### src/rtl/pipe_stage_skid_if.sv
// Valid/ready handshake bundle carrying one pipeline payload between stages.
interface pipe_stage_skid_if #(
  parameter int DATA_W = 160
);
  logic              valid;
  logic              ready;
  logic [DATA_W-1:0] data;

  modport master (output valid, output data, input ready);
  modport slave  (input valid, input data, output ready);
endinterface

### src/rtl/pipe_stage_skid.sv
// Generic pipeline latch between stages: valid/ready handshake, optional 2-entry skid buffer,
// flush, bubble clearing and a saturating back-pressure counter.
module pipe_stage_skid #(
  parameter int DATA_W  = 160,
  parameter bit SKID    = 1'b1,
  parameter bit CLR_BUB = 1'b1,
  parameter int CNT_W   = 32
) (
  input  logic               clk,
  input  logic               rst,
  input  logic               flush,
  pipe_stage_skid_if.slave   up,
  pipe_stage_skid_if.master  dn,
  output logic [1:0]         occupancy,
  input  logic               cnt_clr,
  output logic [CNT_W-1:0]   stall_cnt
);

  typedef enum logic [1:0] {EMPTY = 2'd0, ONE = 2'd1, FULL = 2'd2} state_e;

  state_e            state_q, state_d;
  logic [DATA_W-1:0] main_p1, main_d;
  logic [DATA_W-1:0] skid_p1, skid_d;
  logic              out_valid;
  logic              in_xfer, out_xfer;

  function automatic logic [CNT_W-1:0] sat_inc(input logic [CNT_W-1:0] v);
    return (&v) ? v : v + 1'b1;
  endfunction

  function automatic logic [1:0] occ_of(input state_e s);
    case (s)
      ONE:     return 2'd1;
      FULL:    return 2'd2;
      default: return 2'd0;
    endcase
  endfunction

  assign out_valid = (state_q != EMPTY);
  assign dn.valid  = out_valid;
  assign dn.data   = main_p1;
  assign in_xfer   = up.valid && up.ready;
  assign out_xfer  = out_valid && dn.ready;

  if (SKID) begin : g_skid
    logic in_ready_q;
    // Registered ready breaks the combinational path from downstream ready back upstream.
    always_ff @(posedge clk) begin
      if (rst) in_ready_q <= 1'b1;
      else     in_ready_q <= (state_d != FULL);
    end
    assign up.ready = in_ready_q;
  end else begin : g_noskid
    assign up.ready = !out_valid || dn.ready;
  end

  always_comb begin
    state_d = state_q;
    main_d  = main_p1;
    skid_d  = skid_p1;
    unique case (state_q)
      EMPTY: begin
        if (in_xfer) begin
          state_d = ONE;
          main_d  = up.data;
        end
      end
      ONE: begin
        if (in_xfer && !out_xfer) begin
          state_d = FULL;
          skid_d  = up.data;
        end else if (in_xfer && out_xfer) begin
          main_d = up.data;
        end else if (out_xfer) begin
          state_d = EMPTY;
          if (CLR_BUB) main_d = '0;
        end
      end
      FULL: begin
        if (out_xfer) begin
          state_d = ONE;
          main_d  = skid_p1;
        end
      end
      default: state_d = EMPTY;
    endcase
    // Flush discards everything held and any incoming payload; an OUT this cycle already happened.
    if (flush) begin
      state_d = EMPTY;
      main_d  = CLR_BUB ? '0 : main_p1;
      skid_d  = CLR_BUB ? '0 : skid_p1;
    end
  end

  // Stage p1: state, head payload, occupancy and stall counter
  always_ff @(posedge clk) begin
    if (rst) begin
      state_q   <= EMPTY;
      occupancy <= 2'd0;
      main_p1   <= '0;
      stall_cnt <= '0;
    end else begin
      state_q   <= state_d;
      occupancy <= occ_of(state_d);
      main_p1   <= main_d;
      if (cnt_clr)                 stall_cnt <= '0;
      else if (out_valid && !dn.ready) stall_cnt <= sat_inc(stall_cnt);
    end
  end

  always_ff @(posedge clk) begin
    skid_p1 <= skid_d;
  end

endmodule

### src/flat_wrapper.sv
// flat-port wrapper written by rule: the top's interface ports become plain ports
module pipe_stage_skid_flat 
#(
  parameter int DATA_W  = 160,
  parameter bit SKID    = 1'b1,
  parameter bit CLR_BUB = 1'b1,
  parameter int CNT_W   = 32
)
  (clk, rst, flush, occupancy, cnt_clr, stall_cnt, up_valid, up_data, up_ready, dn_valid, dn_data, dn_ready);
  pipe_stage_skid_if #(.DATA_W(DATA_W)) up_i ();
  pipe_stage_skid_if #(.DATA_W(DATA_W)) dn_i ();
  input  logic clk;
  input  logic rst;
  input  logic flush;
  output logic [1:0] occupancy;
  input  logic cnt_clr;
  output logic [CNT_W-1:0] stall_cnt;
  input wire logic [$bits(up_i.valid)-1:0] up_valid;
  input wire logic [$bits(up_i.data)-1:0] up_data;
  output wire logic [$bits(up_i.ready)-1:0] up_ready;
  output wire logic [$bits(dn_i.valid)-1:0] dn_valid;
  output wire logic [$bits(dn_i.data)-1:0] dn_data;
  input wire logic [$bits(dn_i.ready)-1:0] dn_ready;
  assign up_i.valid = up_valid;
  assign up_i.data = up_data;
  assign up_ready = up_i.ready;
  assign dn_valid = dn_i.valid;
  assign dn_data = dn_i.data;
  assign dn_i.ready = dn_ready;
  pipe_stage_skid #(.DATA_W(DATA_W), .SKID(SKID), .CLR_BUB(CLR_BUB), .CNT_W(CNT_W)) u_core (.clk(clk), .rst(rst), .flush(flush), .up(up_i), .dn(dn_i), .occupancy(occupancy), .cnt_clr(cnt_clr), .stall_cnt(stall_cnt));
endmodule
### config.mk
export PLATFORM = sky130hd
export DESIGN_NAME = pipe_stage_skid_flat
export DESIGN_NICKNAME = d
export VERILOG_FILES = /design/src/rtl/pipe_stage_skid_if.sv /design/src/rtl/pipe_stage_skid.sv /design/src/flat_wrapper.sv
export SDC_FILE = /design/constraint.sdc
export NUM_CORES = 1
export LEC_CHECK = 0
export CAP_MARGIN = 20
export CORE_AREA = 2 2 189 191
export CTS_CLUSTER_SIZE = 25
export DETAILED_ROUTE_END_ITERATION = 8
export DIE_AREA = 0 0 191 193
export PLACE_DENSITY_LB_ADDON = 0.2
export SETUP_SLACK_MARGIN = 0.15
export SYNTH_ARGS = -nofsm -noshare
export SYNTH_HDL_FRONTEND = slang
export SYNTH_SLANG_ARGS = --single-unit
### constraint.sdc
create_clock -name clk -period 2.2 [get_ports clk]
set_clock_uncertainty 0.2 [all_clocks]
set_input_delay 0.44 -clock clk [delete_from_list [all_inputs] [get_ports clk]]
set_output_delay 0.44 -clock clk [all_outputs]
set_load 0.01 [all_outputs]
Word-level counts from Yosys, hierarchy flattened
Index checks and enable logic that the tools add are counted.

Memories: 0. Bits in read-only memories: 0. Input bits: 166. RAM bits: 0. Output and inout bits: 196. Register bits after elaboration: 357. Word-level logic and storage cells: 47. Bits in latches: 0.

Div/mod/pow operators: 0. Add/subtract/negate cells: 1. Bitwise logic cells: 1. $lt $le $gt $ge: 0. Muxes and demuxes: 14. Multipliers: 0. Shift-type cells: 0. Reduce and logical (&&, ||, !) cells: 16. Equality and inequality tests: 9.

Operators by type and width (count): 160-bit 2-to-1 mux (5); 160-bit case mux with 3 select lines (1); 32-bit by 1-bit adder with 32-bit output (second input constant) (1); 32-bit AND reduction (1); 2-bit 2-to-1 mux (6); 2-bit case mux with 3 select lines (1); 1-bit logical AND (5); 5-bit AND reduction (1); 2-bit by 1-bit == test with 1-bit output (second input constant) (2); 2-bit == test (second input constant) (2); 2-bit by 1-bit inequality test with 1-bit output (second input constant) (2); 2-bit inequality test (second input constant) (2); 2-bit case mux with 2 select lines (1); 2-bit AND reduction (2); 2-bit OR reduction (2); 3-bit by 1-bit inequality test with 1-bit output (second input constant) (1); 3-bit nonzero test (1); 1-bit zero test (2); 2-bit zero test (1); 2-bit nonzero test (1); 1-bit inverter (1).

Longest topological paths before layout
Depth in word-level cells: 9. Gate-level depth with buffers: 11. Depth with buffers taken out: 7.

Worst setup path before layout
OpenSTA, ideal clock, no wires.

Path type: reg2reg. Start point: register u_core.state_q[0]. End point: register u_core.stall_cnt[28]. Buffers on the path: 1. Setup slack: -0.129 ns. Cell stages (with the launch flop): 9. Arrival time: 2.069 ns. Clock period less this slack: 2.329 ns. Path through: dfxtp_1 > inv_1 > ha_1 > buf_6 > or3b_4 > nor4_4 > nand3_2 > or4_1 > nand2_1.

Longest elaborated chain between the ends: 3.

Ends and longest elaborated chain: start: declaration (line pipe_stage_skid.sv:21) `state_e state_q, state_d;`; start signal: assignment (line pipe_stage_skid.sv:103) `state_q <= state_d;`; 2-bit nonzero test (line pipe_stage_skid.sv:39) `assign out_valid = (state_q != EMPTY);`; 1-bit logical AND (line pipe_stage_skid.sv:107) `else if (out_valid && !dn.ready) stall_cnt <= sat_inc(stall_cnt);`; 2-bit AND reduction (no line); end signal: assignment (line pipe_stage_skid.sv:107); end: declaration (line pipe_stage_skid.sv:16) `output logic [CNT_W-1:0] stall_cnt`.

Every way passes these cells. A chain may end at the register's enable or synchronous reset.

Final worst setup path
Start point: register u_core.state_q[0]. End point: register u_core.main_p1[14], in the netlist u_core.dn.data[14].

Longest elaborated chain between the ends: 6.

Ends and longest elaborated chain: 2-bit nonzero test (line pipe_stage_skid.sv:39); 1-bit logical AND (line pipe_stage_skid.sv:43) `assign out_xfer = out_valid && dn.ready;`; 1-bit logical AND or 1-bit zero test (tied branches) (line pipe_stage_skid.sv:72, pipe_stage_skid.sv:69); 160-bit 2-to-1 mux or 1-bit logical AND (tied branches) (line pipe_stage_skid.sv:72, pipe_stage_skid.sv:69); 160-bit 2-to-1 mux or 2-bit inequality test (tied branches); 160-bit case mux with 3 select lines or 5-bit AND reduction (tied branches); end signal: assignment (line pipe_stage_skid.sv:105) `main_p1 <= main_d;`; end: declaration (line pipe_stage_skid.sv:22) `logic [DATA_W-1:0] main_p1, main_d;`.

Several ways; a longest one is shown, not always the timed one. The select of a mux whose other input is x is not followed.

==> key figures <==
Timing
  • Total Neg Setup Slack: -0.0153 ns
  • Setup violators final: 2
  • Final min period: 2.21 ns
  • Setup ws final: -0.00949 ns
  • Hold Violations, Final: 0
  • Fmax: 0.453 GHz
  • Fraction of the cycle the final worst path needs: 1.00
  • Max-slew headroom: 0.632
  • Unrepaired setup endpoints after global routing: true
  • Actual transition at the worst max-transition pin: ~0.55 ns
  • Total count of max-transition violations in the final report: 0

Worst setup path
  • Crit path arrival time: 2.40 ns
  • Setup crit end: u_core.dn.data[14]
  • Endpoint of the most critical register-to-register path: u_core.dn.data[14]
  • Standard cell with the maximum stage delay on the critical path: dfxtp_4
  • CP required: 2.39 ns
  • Number of cells on the critical path: 8
  • Register-to-Register Path Depth: 8
  • First element of the critical path: u_core.state_q[0]
  • Cell family contributing the most delay on the critical path: compound AO/OA/AOI/OAI gates
  • Category of the worst setup path launch point: register
  • Count of buffer and inverter cells on the critical path: 3
  • WS Path Type: register to register
  • Largest stage delay on the critical path: 0.37 ns
  • Reg-to-reg startpoint: u_core.state_q[0]
  • CP Max Fanout: 38
  • CP Cell Sequence: inv_4 > ha_4 > buf_6 > a211o_1 > a21o_4 > buf_12 > a221oi_1 > nor3_1
  • Endpoint type of the worst setup path: register
  • Setup slack, reg-to-reg: -0.009 ns

Clock network
  • # H-tree levels: 2
  • Num CTS Buffers: 38
  • TritonCTS Sinks: 357
  • CTS tree: built
  • Clk Tree Root Cell: clkbuf_16
  • Clock transition at the register clock pins on the worst setup and hold paths after CTS: approximately 0.06 ns
  • Number of buffers inserted for hold repair after clock tree synthesis: 0
  • Clock insertion delay at the later pin of the skew report: 0.51 ns
  • Buffer levels on the longest clock path: 3

Yosys
  • Seq/Total Area, Yosys: 0.518
  • Post-synth top area share: 0.518
  • Register bit count reported by yosys: 357
  • Most area-hungry cell type in the Yosys netlist: dfxtp_1
  • Fraction of registers with async set/reset: 0
  • Distinct cell type count of the synthesized netlist: between 40 and 50
  • Netlist area before placement: 13,800 um2
  • Top cells by area, synth: dfxtp_1, a221oi_1, nand2_1
  • Yosys warnings: 0
  • Synthesized Nets: 1,835
  • EDFF count, synth: 0
  • Synthesized netlist cell count: ~1,700
  • Leading register cell type out of synthesis: dfxtp_1
  • Mean Syn Cell Area: 8.29 um2

Placed design
  • Routability Congestion: 0.829
  • Number of port buffers: ~360
  • Estimated wirelength of the detail-placed design: 29,200 um

Hold path
  • Hold WC Path Type: input pin to register
  • Hold path cells: 3

Die
  • I/O pin count: between 300 and 400
  • Initial core utilization: 0.394
  • Die boundary height: 193 um
  • Die width: 191 um
  • Placeable core area: 35,000 um2
  • Standard-cell rows: 69
  • Area of the die: 36,900 um2

Cells and area
  • Number of nets in the finished design: 2,206
  • Fraction of final layout cells with drive strength greater than 1: 0.182
  • Signed area change from the synthesized netlist to the final layout: 54.4%

Drt
  • DR vias/cell: 5.49
  • DR pass1 iterations: 8
  • 1st-iter DRT viols: ~730
  • Remaining antenna violation count: 0
  • Overall routed net length: ~46,000 um
  • DRC violation count after routing: 0
  • Routed via count: approximately 14,000
  • Wirelength per Cell: about 18 um

Status
  • Failing checks: setup timing
  • Run status: finished with violations

Power and ir drop
  • Switching pwr: 3.97 mW
  • Clock network fraction of design power: 0.416
  • Part of the total power dissipated in sequential elements: 0.427
  • Leakage power summed over all cells: 7.59 nW
  • Power Density: 758 nW/um2
  • Pwr Total: 16.1 mW
  • VDD IR max: between 500 and 600 uV
  • Comb power frac: 0.157
  • Sw Share: 0.246
  • Internal cell power: 12.2 mW

GRT
  • Number of antenna violations at the first check in global routing: 5
  • Total global-route track usage: 0.233
  • Number of global-route vias before repair: 13,200
  • Largest net degree at the start of global routing: 83
  • Wire length of the first global-routing pass: between 60,000 and 70,000 um
  • Total overflow reported by the global router: 0

Job
  • Number of violations of the max-capacitance limit: 0
-- cell type report --
type                    count  area (um2)
fillers                  2966       13700
flip-flops and latches    357        7170
multi-input cells        1156        7070
repair buffers            478        5110
clock buffers              57        1170
well taps                 461         577
clock inverters            11         158
inverters                   4        17.5
diodes                      6        15.0
-- logic make-up (layout without fill, tap and decap cells) --
group	Yosys count	count (layout)	synth area share
DFF	357	357	0.518
muxes	2	2	0.00145
xor gates and xnor gates	4	4	0.00254
adders and majority gates	6	6	0.00526
and+or+nand+nor	758	759	0.240
other	0	6	0
AOI/OAI and AO/OA	385	385	0.189
buffers and inverters	152	550	0.0437
-- power groups by stage --
stage          Combinational (mW)  Clock, mW  Sequential, mW
3_5_place_dp                 2.26          0            7.01
4_1_cts                      2.39       6.84            6.87
5_1_grt                      2.73       7.10            6.90
3_3_place_gp                 2.25          0            7.00
6_report                     2.54       6.70            6.88
2_1_floorplan                1.01          0            7.06
-- layout by cell type, fill, tap and decap left out, drive strengths merged, types with 2 or more instances in the layout --
master,count
o21ai,21
clkdlybuf4s50,327
or3,19
diode,6
o31ai,6
ha,5
a31oi,2
nand3,14
inv,4
and2,6
nand4,15
nor3b,2
dfxtp,357
nor2,176
or2,5
bufinv,4
clkbuf,61
mux2i,2
a41o,2
dlygate4sd2,32
or4,8
nor3,165
a221oi,160
buf,115
clkinv,6
nand2,339
nor4,4
and4,3
xor2,3
o211ai,4
a21oi,184
-- worst min-delay path by stage --
| stage | endpoint | from |
|---|---|---|
| after floorplan | u_core.skid_p1[0] | u_core.skid_p1[0] |
| after global placement | u_core.skid_p1[117] | u_core.skid_p1[117] |
| after detailed placement | u_core.skid_p1[113] | u_core.skid_p1[113] |
| after CTS | u_core.up.ready | flush |
| after global routing | u_core.up.ready | flush |
| final | u_core.up.ready | flush |
-- worst reg2reg max path: cells and delay by family, from the launching register on --
| kind | cells | cell delay, ns |
|---|---|---|
| AO/OA/AOI/OAI | 3 | 0.88 |
| AND/OR/NAND/NOR | 1 | 0.07 |
| adder cells (fa/ha/maj) | 1 | 0.18 |
| buffers and inverters | 3 | 0.37 |
| flip-flops | 1 | 0.37 |
-- cells in the mapped netlist, types with 2 or more instances --
master and number:
or3_1 19, clkbuf_1 130, o211ai_1 4, o21ai_0 20
nand2_1 339, o31ai_1 6, a21oi_1 184, a31oi_1 2
a41o_1 2, mux2i_1 2, or4_1 7, buf_2 14
xor2_1 3, nor2_1 176, nor3_1 163, nand4_1 14
nor3_2 2, nand3_1 13, and4_1 3, nor3b_1 2
and2_1 5, nor4_1 3, dfxtp_1 357, inv_1 4
ha_1 5, buf_4 2, or2_2 4, a221oi_1 160
-- registers in the layout, indices dropped and copies added (netlist names) --
signal and flops:
u_core.dn.data 160, u_core.skid_p1 160, u_core.stall_cnt 32, u_core.occupancy 2
u_core.state_q 2, u_core.up.ready 1
-- metal layers --
| metal | track usage | wire (um) |
|---|---|---|
| met1 | 0.296 | 19100 |
| met2 | 0.388 | 22500 |
| met5 | 0 | 16 |
| met4 | 0.0915 | 1420 |
| met3 | 0.0489 | 3060 |
-- what timing repair did --
item | CTS | global route
gates cloned | 0 | 5
pin swaps | 12 | 14
gates resized for setup | 137 | 63
setup buffers | 5 | 3
endpoints found under the setup margin | 403 | 483
endpoints found under the hold margin | 0 | 0
-- through the flow --
step | hold slack [ns] | instance area, um2 | cells | setup slack (ns) | util
after floorplan | 0.236 | 14200 | 1664 | 0.0664 | -
final | 0.175 | 21300 | 2530 | -0.00949 | 0.609
after detailed placement | 0.246 | 19000 | 2443 | -0.389 | 0.543
after CTS | 0.163 | 20800 | 2516 | 0.0155 | 0.594
after global routing | 0.169 | 21300 | 2527 | -0.0976 | 0.609
after global placement | 0.241 | 19000 | 2443 | -0.385 | 0.543
Power figures use the tool's default switching activity.
